<file path="src/rtl/mem_ctrl_pkg.sv">
// Shared definitions for the byte-serial memory controller.
//   state_t     : controller FSM states (exported on the debug port)
//   SZ_B/H/W    : access size codes carried on me_size
//   STALL_REQ   : level driven on *_stall_req while an access is pending
//   size_bytes(): size code -> number of bytes moved (1, 2 or 4)
package mem_ctrl_pkg;

   typedef enum logic [2:0] {
      IDLE    = 3'd0,
      IF_RD   = 3'd1,
      ME_RD   = 3'd2,
      ME_WR   = 3'd3,
      DONE_IF = 3'd4,
      DONE_ME = 3'd5
   } state_t;

   localparam logic [1:0] SZ_B = 2'b00;
   localparam logic [1:0] SZ_H = 2'b01;
   localparam logic [1:0] SZ_W = 2'b10;

   localparam logic STALL_REQ = 1'b1;

   function automatic logic [2:0] size_bytes(input logic [1:0] sz);
      case (sz)
         SZ_B:    return 3'd1;
         SZ_H:    return 3'd2;
         default: return 3'd4;
      endcase
   endfunction

endpackage

</file>
<file path="src/rtl/mem_ctrl.sv">
// Byte-serial memory controller. The IF and MEM stages share one 8-bit
// synchronous RAM port; MEM wins arbitration in IDLE, and a running
// transaction always runs to completion (only an IF fetch may be aborted,
// by its requester dropping if_req).
// Ports:
//   clk, rst                 clock (rising edge), synchronous active-high reset
//   if_req/if_addr           fetch request (level) and address
//   if_done/if_inst          one-cycle pulse with the fetched little-endian word
//   me_req/me_we/me_size     data access request, 1=store, size code
//   me_addr/me_wdata         data address and store data
//   me_done/me_rdata         one-cycle pulse with zero-extended load data
//   if_stall_req/me_stall_req  held while the stage's access is outstanding
//   mem_a/mem_dout/mem_wr    RAM byte address, write byte, write enable
//   mem_din                  RAM read byte, valid one cycle after mem_a
//   dbg_state_o              current FSM state
// Handshake: a requester holds its req level until it sees the done pulse and
// changes req in the following cycle; the DONE cycle never accepts, so the
// following IDLE cycle sees the updated request.
module mem_ctrl
   import mem_ctrl_pkg::*;
#(
   parameter int ADDR_W = 32
) (
   input  logic              clk,
   input  logic              rst,
   input  logic              if_req,
   input  logic [ADDR_W-1:0] if_addr,
   output logic              if_done,
   output logic [31:0]       if_inst,
   input  logic              me_req,
   input  logic              me_we,
   input  logic [1:0]        me_size,
   input  logic [ADDR_W-1:0] me_addr,
   input  logic [31:0]       me_wdata,
   output logic              me_done,
   output logic [31:0]       me_rdata,
   output logic              if_stall_req,
   output logic              me_stall_req,
   output logic [ADDR_W-1:0] mem_a,
   output logic [7:0]        mem_dout,
   output logic              mem_wr,
   input  logic [7:0]        mem_din,
   output state_t            dbg_state_o
);

   state_t            state_q;
   logic [2:0]        cnt_q;     // cycles spent in the current access state
   logic [2:0]        n_q;       // bytes in the current access
   logic [31:0]       wdata_q;   // remaining store bytes, next byte in [7:0]
   logic [31:0]       asm_q;     // read assembly register
   logic [31:0]       asm_d;
   logic [ADDR_W-1:0] mem_a_q;
   logic [7:0]        mem_dout_q;
   logic              mem_wr_q;
   logic              if_done_q;
   logic              me_done_q;
   logic [31:0]       if_inst_q;
   logic [31:0]       me_rdata_q;
   logic [1:0]        byte_idx;

   // In a read state, cycle cnt sees the byte addressed during cycle cnt-1,
   // so byte (cnt-1) lands in the assembly register.
   always_comb begin
      byte_idx = cnt_q[1:0] - 2'd1;
      asm_d    = asm_q;
      if (cnt_q != 3'd0) begin
         asm_d[{byte_idx, 3'b000} +: 8] = mem_din;
      end
   end

   always_ff @(posedge clk) begin
      if (rst) begin
         state_q    <= IDLE;
         cnt_q      <= 3'd0;
         n_q        <= 3'd0;
         wdata_q    <= 32'd0;
         asm_q      <= 32'd0;
         mem_a_q    <= '0;
         mem_dout_q <= 8'd0;
         mem_wr_q   <= 1'b0;
         if_done_q  <= 1'b0;
         me_done_q  <= 1'b0;
         if_inst_q  <= 32'd0;
         me_rdata_q <= 32'd0;
      end else begin
         if_done_q <= 1'b0;
         me_done_q <= 1'b0;
         case (state_q)
            IDLE: begin
               cnt_q <= 3'd0;
               asm_q <= 32'd0;
               if (me_req) begin
                  n_q     <= size_bytes(me_size);
                  mem_a_q <= me_addr;
                  if (me_we) begin
                     state_q    <= ME_WR;
                     mem_wr_q   <= 1'b1;
                     mem_dout_q <= me_wdata[7:0];
                     wdata_q    <= me_wdata >> 8;
                  end else begin
                     state_q <= ME_RD;
                  end
               end else if (if_req) begin
                  state_q <= IF_RD;
                  n_q     <= 3'd4;
                  mem_a_q <= if_addr;
               end
            end
            IF_RD, ME_RD: begin
               if (state_q == IF_RD && !if_req) begin
                  // Fetch flushed: drop it, leave if_inst and mem_a as they are.
                  state_q <= IDLE;
               end else begin
                  asm_q <= asm_d;
                  cnt_q <= cnt_q + 3'd1;
                  if (cnt_q + 3'd1 < n_q) begin
                     mem_a_q <= mem_a_q + 1'b1;
                  end
                  if (cnt_q == n_q) begin
                     if (state_q == IF_RD) begin
                        state_q   <= DONE_IF;
                        if_done_q <= 1'b1;
                        if_inst_q <= asm_d;
                     end else begin
                        state_q    <= DONE_ME;
                        me_done_q  <= 1'b1;
                        me_rdata_q <= asm_d;
                     end
                  end
               end
            end
            ME_WR: begin
               // me_req is ignored here so a store is never left half-written.
               if (cnt_q + 3'd1 < n_q) begin
                  cnt_q      <= cnt_q + 3'd1;
                  mem_a_q    <= mem_a_q + 1'b1;
                  mem_dout_q <= wdata_q[7:0];
                  wdata_q    <= wdata_q >> 8;
               end else begin
                  mem_wr_q  <= 1'b0;
                  state_q   <= DONE_ME;
                  me_done_q <= 1'b1;
               end
            end
            DONE_IF, DONE_ME: begin
               state_q <= IDLE;
            end
            default: begin
               state_q <= IDLE;
            end
         endcase
      end
   end

   // Write enable is cut the moment reset is asserted so a reset mid-store
   // commits no further bytes.
   assign mem_wr       = mem_wr_q & ~rst;
   assign mem_a        = mem_a_q;
   assign mem_dout     = mem_dout_q;
   assign if_done      = if_done_q;
   assign me_done      = me_done_q;
   assign if_inst      = if_inst_q;
   assign me_rdata     = me_rdata_q;
   assign if_stall_req = (~rst & if_req & ~if_done_q) ? STALL_REQ : ~STALL_REQ;
   assign me_stall_req = (~rst & me_req & ~me_done_q) ? STALL_REQ : ~STALL_REQ;
   assign dbg_state_o  = state_q;

endmodule

</file>
<file path="config.mk">
export PLATFORM = sky130hd
export DESIGN_NAME = mem_ctrl
export DESIGN_NICKNAME = d
export VERILOG_FILES = /design/src/rtl/mem_ctrl_pkg.sv /design/src/rtl/mem_ctrl.sv
export SDC_FILE = /design/constraint.sdc
export NUM_CORES = 1
export LEC_CHECK = 0
export CAP_MARGIN = 20
export CORE_MARGIN = 4
export CORE_UTILIZATION = 45
export DETAILED_ROUTE_END_ITERATION = 8
export DONT_BUFFER_PORTS = 1
export REMOVE_ABC_BUFFERS = 1
export SKIP_CTS_REPAIR_TIMING = 1
export SLEW_MARGIN = 25
export SYNTH_ARGS = -nofsm -noshare
export SYNTH_HDL_FRONTEND = slang
export SYNTH_SLANG_ARGS = --single-unit
</file>
<file path="constraint.sdc">
create_clock -name clk -period 2.75 [get_ports clk]
set_input_delay 0.55 -clock clk [delete_from_list [all_inputs] [get_ports clk]]
set_output_delay 0.55 -clock clk [all_outputs]
set_load 0.02 [all_outputs]
</file>
==> run metrics, run 1 <==
run status completed; Vias/cell 5.89; Gate Count Post-Synth 975; cell count after placement 1,174; post-DP HPWL 14,900 um; clock slew at reported path FFs 70 ps; number of enable flip-flop cells after synthesis 0; number of max-slew violations in the final report 0; detailed-route via count 7,102; most frequently used flop master after synthesis sky130_fd_sc_hd__dfxtp_1; Antenna Violating Nets Remaining 0; count of input and output buffers 0; commonest cells in the synthesized netlist sky130_fd_sc_hd__nor2_1 (203), sky130_fd_sc_hd__dfxtp_1 (172), sky130_fd_sc_hd__a211oi_1 (61); Max Clock Freq 384 MHz; cell area after synthesis 8200 um^2; average routed wire per standard cell 18.2 um; clock period minus worst slack 2600 ps; portion of the post-synthesis area used by sequential elements 0.420; R2R depth 10; insertion delay to the later sink of the worst-skew pair 420 ps; Chip Height 143 um; non-filler instance count after layout 1,206; leading area contributor after synthesis sky130_fd_sc_hd__dfxtp_1; CP Launch Type flop; Arr. time, crit path 2900 ps; Peak supply drop 0.000468 V; Post-synth ARST share 0; Overflow after GRT 0; RSZ-0062 raised after global routing false; Die Area 20,400 um^2; layout cells sized above 1 0.111; Worst Hold End me_rdata[7]$_SDFFE_PP0P_; share of the synthesized area in the top cell type 0.420; initial antenna violation count 0; number of antenna repair diodes 0; reported leakage power 3.47 nW; drt initial violations 415; hold path cells 1; DRC errors left 0; Final Net Count 1,085; Netlist cell types 62; synthesized area per cell 8.41 um^2; Relative slew margins 0.545; Hold Path Origin rst; TritonCTS clock tree done; most frequently used cell type in the post-synthesis netlist sky130_fd_sc_hd__nor2_1; critical path required time 3040 ps; share of the clock period used by the worst path after layout 0.947; std cell rows 49; area delta synth->final 11.3%; maximum number of buffers from clock root to sink 2; endpoint of the worst-slack reg-to-reg timing path mem_a[25]$_SDFFE_PP0P_; final total power 8.40 mW; maximum fanout along the worst path 10; Starting Density 0.456; setup skew after layout 13.3 ps; Core Footprint 18,000 um^2; path type of the worst min-delay path input port to flop; clk root buf sky130_fd_sc_hd__clkbuf_16; Power per Cell Area 921 nW/um^2; synthesis-stage register bit count 172; final hold viol count 0; total of endpoints with negative setup slack in the final report 0; number of clock sinks 172; top post-synthesis cells by area sky130_fd_sc_hd__dfxtp_1 (42%), sky130_fd_sc_hd__nor2_1 (9.3%), sky130_fd_sc_hd__mux2i_1 (6.5%); max-cap violation count 0; startpoint-to-endpoint class of the critical path flop to flop; crit end category flop; global placer's final weighted congestion 0.832; global-route wire length before repair 35,200 um; setup slack of the most critical reg-to-reg path 150 ps; Routed WL 21,900 um; via count of the first global-routing pass 6,689; reg-to-reg critical path startpoint cnt_q[0]$_SDFFE_PP0P_; die width 143 um; transition time of the tightest slew-check pin 681 ps; global-route usage over all layers 0.211; number of H-tree levels 4; top-level port count 223; Yosys Warn Count 0; detailed-router iteration count before antenna repair 5; clock buffer count from CTS 17; largest net degree at the start of global routing 164
[worst max-delay path by stage]
| stage | to | slack [ps] | from |
|---|---|---|---|
| after floorplan | if_inst[0]$_SDFFE_PP0P_ | -1320 | cnt_q[0]$_SDFFE_PP0P_ |
| after global placement | mem_a[31]$_SDFFE_PP0P_ | 110 | cnt_q[1]$_SDFFE_PP0P_ |
| after detailed placement | mem_a[25]$_SDFFE_PP0P_ | 50 | cnt_q[1]$_SDFFE_PP0P_ |
| after CTS | mem_a[25]$_SDFFE_PP0P_ | 30 | cnt_q[1]$_SDFFE_PP0P_ |
| after global routing | mem_a[31]$_SDFFE_PP0P_ | 7 | cnt_q[0]$_SDFFE_PP0P_ |
| final | mem_a[25]$_SDFFE_PP0P_ | 150 | cnt_q[0]$_SDFFE_PP0P_ |
[metrics by stage]
step | setup TNS [ps] | util | area (um^2) | hold slack [ps] | setup WS [ps]
final | 0 | 0.508 | 9120 | 200 | 145
after global routing | 0 | 0.508 | 9120 | 189 | 6.62
after CTS | 0 | 0.507 | 9110 | 189 | 27.9
after detailed placement | 0 | 0.477 | 8570 | 439 | 47.8
after global placement | 0 | 0.477 | 8570 | 431 | 115
after floorplan | -93650 | - | 7870 | 425 | -1320
[power by group]
part | internal [mW] | switching, mW
sequential | 2.91 | 0.700
clock | 1.20 | 1.05
combinational | 0.966 | 1.57
total | 5.08 | 3.32
[cell families (layout without fill, tap and decap cells)]
| family | Yosys count | count (layout) | synth area share |
|---|---|---|---|
| DFF | 172 | 172 | 0.420 |
| xor gates and xnor gates | 3 | 3 | 0.00321 |
| adders and majority gates | 10 | 10 | 0.0153 |
| muxes | 62 | 62 | 0.0771 |
| buffers and inverters | 86 | 88 | 0.0438 |
| AOI/OAI and AO/OA | 255 | 255 | 0.217 |
| and+or+nand+nor | 387 | 387 | 0.223 |
[worst max-delay path, cell delays in order, from the launching register on]
cell and delay (ps):
sky130_fd_sc_hd__dfxtp_1 370, sky130_fd_sc_hd__inv_1 100, sky130_fd_sc_hd__ha_1 320, sky130_fd_sc_hd__ha_1 290, sky130_fd_sc_hd__and3b_1 190, sky130_fd_sc_hd__nor4_1 290
sky130_fd_sc_hd__buf_4 190, sky130_fd_sc_hd__nor2_4 60, sky130_fd_sc_hd__buf_4 190, sky130_fd_sc_hd__a2111oi_1 370, sky130_fd_sc_hd__nor4_1 80
[layer usage]
layer / global-route usage / vias up / wire (um)
met3: 0.0579 / 18 / 1680
met5: 0 / - / 0
met4: 0.0595 / 0 / 272
met2: 0.318 / 212 / 9660
li1: - / 3544 / -
met1: 0.296 / 3328 / 10300
[registers in the layout, indices dropped and copies added (netlist names)]
signal / flops
n_q: 3
mem_a: 32
cnt_q: 3
dbg_state_o: 3
wdata_q: 24
mem_wr_q: 1
asm_q: 32
mem_dout: 8
if_done: 1
me_done: 1
if_inst: 32
me_rdata: 32
[final cells by class]
class                           instances  area [um^2]
Tap cell                              229          287
Fill cell                            1760         8850
Sequential cell                       172         3440
Timing Repair Buffer                   47          378
Clock buffer                           22          454
Clock inverter                         10         81.3
Multi-Input combinational cell        717         4440
Inverter                                9         33.8
[cell usage in the layout, fill, tap and decap left out, types with 5 or more instances in the layout]
cell                        synthesis  routed
sky130_fd_sc_hd__nor2_1           203     201
sky130_fd_sc_hd__dfxtp_1          172     171
sky130_fd_sc_hd__a211oi_1          61      61
sky130_fd_sc_hd__mux2i_1           53      53
sky130_fd_sc_hd__a21oi_1           46      45
sky130_fd_sc_hd__buf_4              1      45
sky130_fd_sc_hd__nor3_1            45      44
sky130_fd_sc_hd__o21ai_0           35      35
sky130_fd_sc_hd__a22oi_1           34      34
sky130_fd_sc_hd__nand2_1           32      32
sky130_fd_sc_hd__nand2b_1          21      21
sky130_fd_sc_hd__nand3_1           18      18
sky130_fd_sc_hd__clkbuf_16          0      17
sky130_fd_sc_hd__a22o_1            16      16
sky130_fd_sc_hd__nor4_1            14      13
sky130_fd_sc_hd__nand4_1           13      13
sky130_fd_sc_hd__o2bb2ai_1         10      10
sky130_fd_sc_hd__a31oi_1           10      10
sky130_fd_sc_hd__ha_1              10      10
sky130_fd_sc_hd__mux2_2             9       9
sky130_fd_sc_hd__nor2b_1            8       8
sky130_fd_sc_hd__inv_1              7       7
sky130_fd_sc_hd__a32oi_1            7       7
sky130_fd_sc_hd__o31ai_1            5       5
No activity file was read; power rests on OpenSTA's default activity.
==> inputs of run 2 (changes only) <==
--- a/config.mk
+++ b/config.mk
@@ -5,7 +5,7 @@
 export SDC_FILE = /design/constraint.sdc
 export NUM_CORES = 1
 export LEC_CHECK = 0
-export CAP_MARGIN = 20
+export CAP_MARGIN = 10
 export CORE_MARGIN = 4
 export CORE_UTILIZATION = 45
 export DETAILED_ROUTE_END_ITERATION = 8
==> results of run 2 <==
Same layout as run 1: the final DEF is identical, and so are final timing and power.
